[config.mk]
export PLATFORM = sky130hd
export DESIGN_NAME = iram_loader
export DESIGN_NICKNAME = d
export VERILOG_FILES = /design/src/rtl/iram_loader_pkg.sv /design/src/rtl/iram_loader_store.sv /design/src/rtl/iram_loader.sv
export SDC_FILE = /design/constraint.sdc
export NUM_CORES = 2
export LEC_CHECK = 0
export BUFFER_PORTS_ARGS = -buffer_cell sky130_fd_sc_hd__buf_2
export CAP_MARGIN = 20
export CORE_ASPECT_RATIO = 1.25
export CORE_MARGIN = 10
export CORE_UTILIZATION = 65
export CTS_CLUSTER_DIAMETER = 100
export DETAILED_ROUTE_END_ITERATION = 6
export HOLD_SLACK_MARGIN = 0.08
export MAX_ROUTING_LAYER = met4
export PLACE_DENSITY = 0.88
export SLEW_MARGIN = 10
export SYNTH_ARGS = -nofsm -noshare
export SYNTH_HDL_FRONTEND = slang
export SYNTH_SLANG_ARGS = --single-unit
[constraint.sdc]
create_clock -name CLK -period 4.3 [get_ports CLK]
set_input_delay 0.645 -clock CLK [delete_from_list [all_inputs] [get_ports CLK]]
set_output_delay 0.645 -clock CLK [all_outputs]
set_load 0.1 [all_outputs]
[src/rtl/iram_loader_pkg.sv]
// rtl/iram_loader_pkg.sv - shared constants and FSM state encoding for the instruction RAM loader
package iram_loader_pkg;

    localparam int           DEPTH_DEF    = 128;
    localparam int           AW_DEF       = 7;
    localparam logic [7:0]   HDR_BYTE_DEF = 8'hA5;

    typedef enum logic [2:0] {
        ST_IDLE = 3'd0,
        ST_CNT  = 3'd1,
        ST_HI   = 3'd2,
        ST_LO   = 3'd3,
        ST_CKS  = 3'd4,
        ST_ERR  = 3'd5
    } state_t;

endpackage

[src/rtl/iram_loader_store.sv]
// rtl/iram_loader_store.sv - DEPTH x 16 instruction store, sync write, async read, sync clear
module iram_loader_store
    import iram_loader_pkg::*;
#(
    parameter int DEPTH = DEPTH_DEF,
    parameter int AW    = AW_DEF
) (
    input  logic          CLK,
    input  logic          RESET,
    input  logic          we,
    input  logic [AW-1:0] waddr,
    input  logic [15:0]   wdata,
    input  logic [AW-1:0] raddr,
    output logic [15:0]   rdata
);

    logic [15:0] mem [DEPTH];

    // Clear every word on reset, otherwise write one word per strobe
    always_ff @(posedge CLK) begin
        if (RESET) begin
            for (int i = 0; i < DEPTH; i++) begin
                mem[i] <= 16'h0000;
            end
        end else if (we) begin
            mem[waddr] <= wdata;
        end
    end

    // Fetch side sees the old word until the write edge has passed
    assign rdata = mem[raddr];

endmodule

[src/rtl/iram_loader.sv]
// rtl/iram_loader.sv - byte-stream program loader with checksum and CPU hold control
module iram_loader
    import iram_loader_pkg::*;
#(
    parameter int         DEPTH       = DEPTH_DEF,
    parameter int         AW          = AW_DEF,
    parameter logic [7:0] HDR_BYTE    = HDR_BYTE_DEF,
    parameter int         TIMEOUT_CYC = 1000000
) (
    input  logic        CLK,
    input  logic        RESET,
    input  logic [7:0]  RX_DATA,
    input  logic        RX_VALID,
    input  logic [7:0]  ADDR,
    output logic [15:0] Q,
    output logic        CPU_HOLD,
    output logic        LOAD_DONE,
    output logic        LOAD_ERR
);

    localparam int TW = $clog2(TIMEOUT_CYC + 1);

    state_t        state;
    logic [7:0]    nwords;
    logic [7:0]    wcnt;
    logic [7:0]    hi_byte;
    logic [7:0]    sum;
    logic [TW-1:0] timer;

    logic          in_frame;
    logic          timed_out;
    logic          we;
    logic          addr_unused;

    assign in_frame    = (state == ST_CNT) || (state == ST_HI) ||
                         (state == ST_LO)  || (state == ST_CKS);
    // The last idle cycle of the budget is the one that trips the error
    assign timed_out   = in_frame && !RX_VALID && (timer == TW'(TIMEOUT_CYC - 1));
    assign we          = (state == ST_LO) && RX_VALID;
    assign addr_unused = ADDR[0];

    iram_loader_store #(
        .DEPTH (DEPTH),
        .AW    (AW)
    ) u_store (
        .CLK   (CLK),
        .RESET (RESET),
        .we    (we),
        .waddr (wcnt[AW-1:0]),
        .wdata ({hi_byte, RX_DATA}),
        .raddr (ADDR[AW:1]),
        .rdata (Q)
    );

    // Frame parser: header, count, word bytes, checksum, plus inter-byte timeout
    always_ff @(posedge CLK) begin
        if (RESET) begin
            state     <= ST_IDLE;
            CPU_HOLD  <= 1'b1;
            LOAD_DONE <= 1'b0;
            LOAD_ERR  <= 1'b0;
            nwords    <= 8'd0;
            wcnt      <= 8'd0;
            hi_byte   <= 8'd0;
            sum       <= 8'd0;
            timer     <= '0;
        end else begin
            if (RX_VALID || !in_frame) begin
                timer <= '0;
            end else begin
                timer <= timer + 1'b1;
            end

            case (state)
                ST_IDLE: begin
                    if (RX_VALID && RX_DATA == HDR_BYTE) begin
                        state     <= ST_CNT;
                        CPU_HOLD  <= 1'b1;
                        LOAD_DONE <= 1'b0;
                        LOAD_ERR  <= 1'b0;
                        sum       <= 8'd0;
                        wcnt      <= 8'd0;
                    end
                end
                ST_CNT: begin
                    if (RX_VALID) begin
                        if (RX_DATA == 8'd0 || int'(RX_DATA) > DEPTH) begin
                            state <= ST_ERR;
                        end else begin
                            nwords <= RX_DATA;
                            state  <= ST_HI;
                        end
                    end else if (timed_out) begin
                        state <= ST_ERR;
                    end
                end
                ST_HI: begin
                    if (RX_VALID) begin
                        hi_byte <= RX_DATA;
                        sum     <= sum + RX_DATA;
                        state   <= ST_LO;
                    end else if (timed_out) begin
                        state <= ST_ERR;
                    end
                end
                ST_LO: begin
                    if (RX_VALID) begin
                        sum  <= sum + RX_DATA;
                        wcnt <= wcnt + 8'd1;
                        if (wcnt == nwords - 8'd1) begin
                            state <= ST_CKS;
                        end else begin
                            state <= ST_HI;
                        end
                    end else if (timed_out) begin
                        state <= ST_ERR;
                    end
                end
                ST_CKS: begin
                    if (RX_VALID) begin
                        if (sum + RX_DATA == 8'd0) begin
                            LOAD_DONE <= 1'b1;
                            CPU_HOLD  <= 1'b0;
                        end else begin
                            LOAD_ERR <= 1'b1;
                        end
                        state <= ST_IDLE;
                    end else if (timed_out) begin
                        state <= ST_ERR;
                    end
                end
                ST_ERR: begin
                    LOAD_ERR <= 1'b1;
                    state    <= ST_IDLE;
                end
                default: begin
                    state <= ST_IDLE;
                end
            endcase
        end
    end

endmodule
* Word level (Yosys, flattened, before mapping)
Memories as Yosys holds them, arrays and structs flattened. Index checks and enable logic that the tools add are counted.
Storage, ports and cells: input port bits 19, output and inout bits 19, bits in writable memories 2048, memories 1, flip-flop bits (word level) 58
Operators by class: order comparisons 1, mux-type cells 33, add/sub/neg operators 4, equal/unequal tests 14, reduce and logical (&&, ||, !) cells 27, bitwise gates (word level) 1
Memories:
- u_store.mem | words 128, width 16, rd ports 1, clocked after memory_dff 0, wr ports 128, RTL line iram_loader_store.sv:17 | logic [15:0] mem [DEPTH];
Operators with widths (count):
- $pmux 8 s2 | 2
- $mux 3 | 8
- $mux 8 | 3
- $add 20x1->20 const B | 1
- $eq 20x20->1 const B | 1
- $logic_not 8->1 | 2
- $mux 16 | 1
- $reduce_or 16->1 | 1
- $pmux 3 s5 | 1
- $mux 1 | 14
- $reduce_and 3->1 | 3
- $add 8x1->8 const B | 1
- $add 8x8->8 | 1
- $eq 8x8->1 | 1
- $eq 8x8->1 const B | 1
- $gt 8x8->1 const B | 1
- $ne 2x2->1 const B | 4
- $reduce_and 4->1 | 2
- $sub 8x1->8 const B | 1
- $mux 7 | 1
- $eq 3x2->1 const B | 2
- $eq 3x3->1 const B | 2
- $reduce_bool 2->1 | 3
- $logic_or 1x1->1 | 5
- 11 further kinds | 18

* Logic depth before layout (Yosys ltp)
depth in word-level cells 9, gate-level depth with buffers 11

* By module
A second synthesis with hierarchy kept.
Unflattened totals: cell total of the unflattened synthesis 5959, area, all modules 96151.0 um^2
Modules (own cells, without submodules):
- iram_loader_store | area an instance 93163.1 um^2, cells an instance 5607, times used 1, sequential area each 61499.0 um^2
- iram_loader | area an instance 2987.9 um^2, cells an instance 352, times used 1, sequential area each 1161.1 um^2

* Worst setup path before layout
OpenSTA, ideal clock, no wires.
path kind input -> output, start input ADDR[5], end output Q[11], cell stages on the path 7, data required time 3.655 ns, data arrival time 3.134 ns, path buffers 3, path slack 0.521 ns, cell sequence buf_1 > clkbuf_1 > clkbuf_1 > mux4_2 > inv_1 > o22ai_1 > or4_1
On the way: longest elaborated chain between the ends 1
Ends and longest elaborated chain:
- start, declared | RTL line iram_loader.sv:14 | input logic [7:0] ADDR,
- $mem_v2 128x16
- end, declared | RTL line iram_loader.sv:15 | output logic [15:0] Q,
No other way between the ends.

* Final worst setup path
start input ADDR[1], end output Q[2]
Same word-level chain as after synthesis.

==> metrics.md <==
| Metric | Value |
|---|---|
| Max_cap viols | 0 |
| Buffers added on ports | 36 |
| Worst path arrival time | ~3800 ps |
| Top post-synthesis cells by area | edfxtp_1 (64%), and2_1 (13%), mux4_2 (7.8%) |
| WL final | between 200,000 and 300,000 um |
| All-Layer GR Usage | 0.314 |
| Mean area per synthesized cell | between 10 and 15 um^2 |
| Ys async rst share | 0 |
| Remaining global-route overflow | 0 |
| Initial antenna violation count | 9 |
| Static Leak | 38.2 nW |
| Worst Setup End Kind | primary output |
| Final std cells w/o fill | between 8,000 and 9,000 |
| Bufs on Longest Clock Path | 3 |
| Post-synth top flop | edfxtp_1 |
| Hold_buf cts | 0 |
| Ys Warns | 0 |
| Post-synth net total | between 6,000 and 7,000 |
| Dpl cells | approximately 8,400 |
| #FFs+latches synth | approximately 2,100 |
| Final min period | between 4000 and 5000 ps |
| Share of layout cells above drive strength 1 | 0.182 |
| Worst min path class | input pin to flop |
| Reg area | ~0.063 mm^2 |
| Global-route wire length before repair | between 300,000 and 400,000 um |
| Gate Count Post-Synth | around 6,700 |
| Cell area after synthesis | approximately 0.097 mm^2 |
| Root Driver | clkbuf_16 |
| Layout Skew | about 40 ps |
| Failing checks | negative setup slack |
| Top-level I/O count | 38 |
| Later-pin clock latency in the skew report | 850 ps |
| Routed Antenna Nets | 0 |
| Unrepaired setup endpoints after global routing | yes |
| Max H-tree Level | 4 |
| Netlist cell types | 59 |
| Wire per inst | around 29 um |
| CTS tree | done |
| Die area | 0.165 mm^2 |
| Area Overhead vs Synth | 10.5% |
| Iteration-0 DRC Markers | approximately 7,600 |
| Worst-Margin Slew | about 1300 ps |
| Routability Congestion | 0.928 |
| Initial Util | 0.653 |
| Power per cell area | 406 mW/mm^2 |
| Crit Path Category | input pin to primary output |
| Largest net degree at the start of global routing | 96 |
| Vias per inst | roughly 6.7 |
| Clock sink total | ~2,100 |
| CP Launch Type | input pin |
| Multi-input combinational cell area | between 0.03 and 0.04 mm^2 |
| Clock transition at path regs | approximately 60 ps |
| Setup violations, final | 6 |
| Cell Area, Placed | 0.101 mm^2 |
| Crit path required time | around 3700 ps |
| Vias | a little under 60,000 |
| Die Wd | roughly 360 um |
| Largest area contributor in the netlist | edfxtp_1 |
| Slew headroom | 0.151 |
| Final worst slack | -114 ps |
| Core Box Area | 0.148 mm^2 |
| Vias in the first global route | 60,654 |
| Final hold vios | 0 |
| Rows | approximately 160 |
| Yosys top cell area share | 0.636 |
| F_max | between 0.2 and 0.25 GHz |
| WHS | between 200 and 300 ps |
| Layout net count | just under 7,000 |
| DRT Pass-1 Iters | 6 |
| Post-synthesis sequential area ratio | 0.648 |
| Crit share post-route | 1.03 |
| Die height | 451 um |
| Fin area | around 0.11 mm^2 |
| Remaining DRCs | 0 |
| VDD IR-drop max | roughly 0.32 mV |
| EDFF count, synth | a little over 2,000 |
| CP max FO | 15 |
| Fill count | around 8,000 |
| Status | finished, violations left |
| DP HPWL | about 160,000 um |
| Slew Viols, Final | 0 |
| Cts bufs inserted | between 150 and 200 |
per-stage QoR:
step	setup TNS [ps]	util	power, W	setup slack [ps]
6_report	-317	0.722	0.0434	-114
5_1_grt	-65.5	0.722	0.0443	-40.1
4_1_cts	0	0.721	0.0433	1.60
3_5_place_dp	-1320	0.680	0.0273	-293
3_3_place_gp	-1120	0.680	0.0271	-264
2_1_floorplan	0	-	0.0260	521
state kept, by name (all words and copies together) (netlist names):
name         cells
nwords           8
CPU_HOLD         1
timer           20
state            3
hi_byte          8
sum              8
wcnt             8
u_store.mem   2048
LOAD_ERR         1
LOAD_DONE        1
worst paths after layout:
check                         from                            endpoint  slack (ps)  cells past startpoint
max                        ADDR[1]                                Q[2]        -110                     10
max reg2reg  state[1]$_SDFFE_PP0P_  u_store.mem[116][15]$_SDFFCE_PN0P_         600                      8
min                       RX_VALID               state[0]$_SDFFE_PP0P_         270                      3
min reg2reg    sum[3]$_SDFFE_PP0P_                 sum[3]$_SDFFE_PP0P_         470                      2
cell usage after synthesis (5+ instances only):
master / count
mux2_2: 16
buf_4: 8
nor3_1: 11
nor2_1: 190
nor2b_1: 11
and3_1: 7
mux2i_1: 409
dfxtp_1: 58
buf_6: 16
ha_1: 10
a221oi_1: 50
o21ai_0: 13
buf_2: 62
nor2_2: 13
buf_1: 26
nand4_1: 26
or2_2: 133
mux4_2: 336
nand2b_1: 5
o22ai_1: 17
and2_1: 2050
nor4_1: 5
or3_1: 8
a311oi_1: 17
a211oi_1: 5
xor2_1: 21
nand2_1: 118
nand3_1: 91
clkbuf_1: 489
xnor2_1: 16
a22oi_1: 192
a22o_1: 17
or4_1: 17
inv_1: 25
a41oi_1: 17
a21oi_1: 75
edfxtp_1: 2048
per-layer routing:
layer	wire (um)	part of all wire	track usage	vias to the layer above
met3	26900	0.11	0.0617	875
met1	81900	0.32	0.359	29212
met2	127000	0.50	0.510	4180
li1	-	-	-	24341
met5	0	0	-	-
met4	17300	0.068	0.191	0
cell families (layout without fill, tap and decap cells):
group	Yosys count	count (layout)	synth area share
compound gates	419	419	0.0314
xor+xnor	37	37	0.00335
fa+ha+maj	11	11	0.00150
buf+inv	627	807	0.0267
flops	2106	2106	0.648
mux	761	761	0.122
other cells	0	12	0
simple gates	2703	2703	0.166
layout by cell type (no fill, tap or decap), types with 8 or more instances in the layout:
| master | n |
|---|---|
| clkinv_1 | 31 |
| a22oi_1 | 191 |
| clkbuf_1 | 45 |
| nor2_2 | 14 |
| xnor2_1 | 16 |
| ha_1 | 10 |
| nand4_1 | 26 |
| edfxtp_1 | 2048 |
| clkbuf_16 | 191 |
| mux2_2 | 16 |
| diode_2 | 12 |
| buf_2 | 9 |
| or3_1 | 8 |
| nor3_1 | 9 |
| xor2_1 | 21 |
| or2_2 | 133 |
| bufinv_16 | 13 |
| dfxtp_1 | 50 |
| or4_4 | 12 |
| buf_4 | 370 |
| mux4_2 | 336 |
| dfxtp_4 | 8 |
| a311oi_1 | 15 |
| clkinv_2 | 32 |
| nand2_1 | 118 |
| a21oi_1 | 75 |
| nor2b_1 | 8 |
| a22o_1 | 17 |
| mux2i_1 | 409 |
| o21ai_0 | 13 |
| nand3_1 | 91 |
| a221oi_1 | 44 |
| o22ai_1 | 17 |
| a41oi_1 | 17 |
| and2_1 | 2049 |
| nor2_1 | 188 |
| buf_12 | 63 |
| inv_1 | 25 |
repair_timing:
item / in CTS / in global routing
setup buffers: 9 / 0
pin swaps: 2 / 0
gates resized for setup: 24 / 12
endpoints found under the setup margin: 12 / 10
critical path, stage by stage:
cell     delay, ps
buf_12         190
buf_12         190
buf_16         180
buf_6          170
mux4_2         560
a22oi_1        180
buf_4          160
nand4_1        430
or4_4          790
buf_12         210
cell type report:
type | instances | share of cell area
clock buffer | 241 | 0.0470
sequential | 2106 | 0.587
antenna | 12 | 0.000281
clock inverter | 89 | 0.00774
tap | 1920 | 0.0225
multi-input combinational | 3931 | 0.295
inverter | 26 | 0.000913
timing repair buffer | 451 | 0.0394
report_power, final:
group / switching [W] / internal [W] / leakage (nW)
logic: 0.00208 / 0.00122 / 15.4
registers: 0.000325 / 0.0234 / 20.0
clock network: 0.00737 / 0.00900 / 2.86
total: 0.00977 / 0.0336 / 38.2
Note: power is estimated with default switching activity, not from simulation.
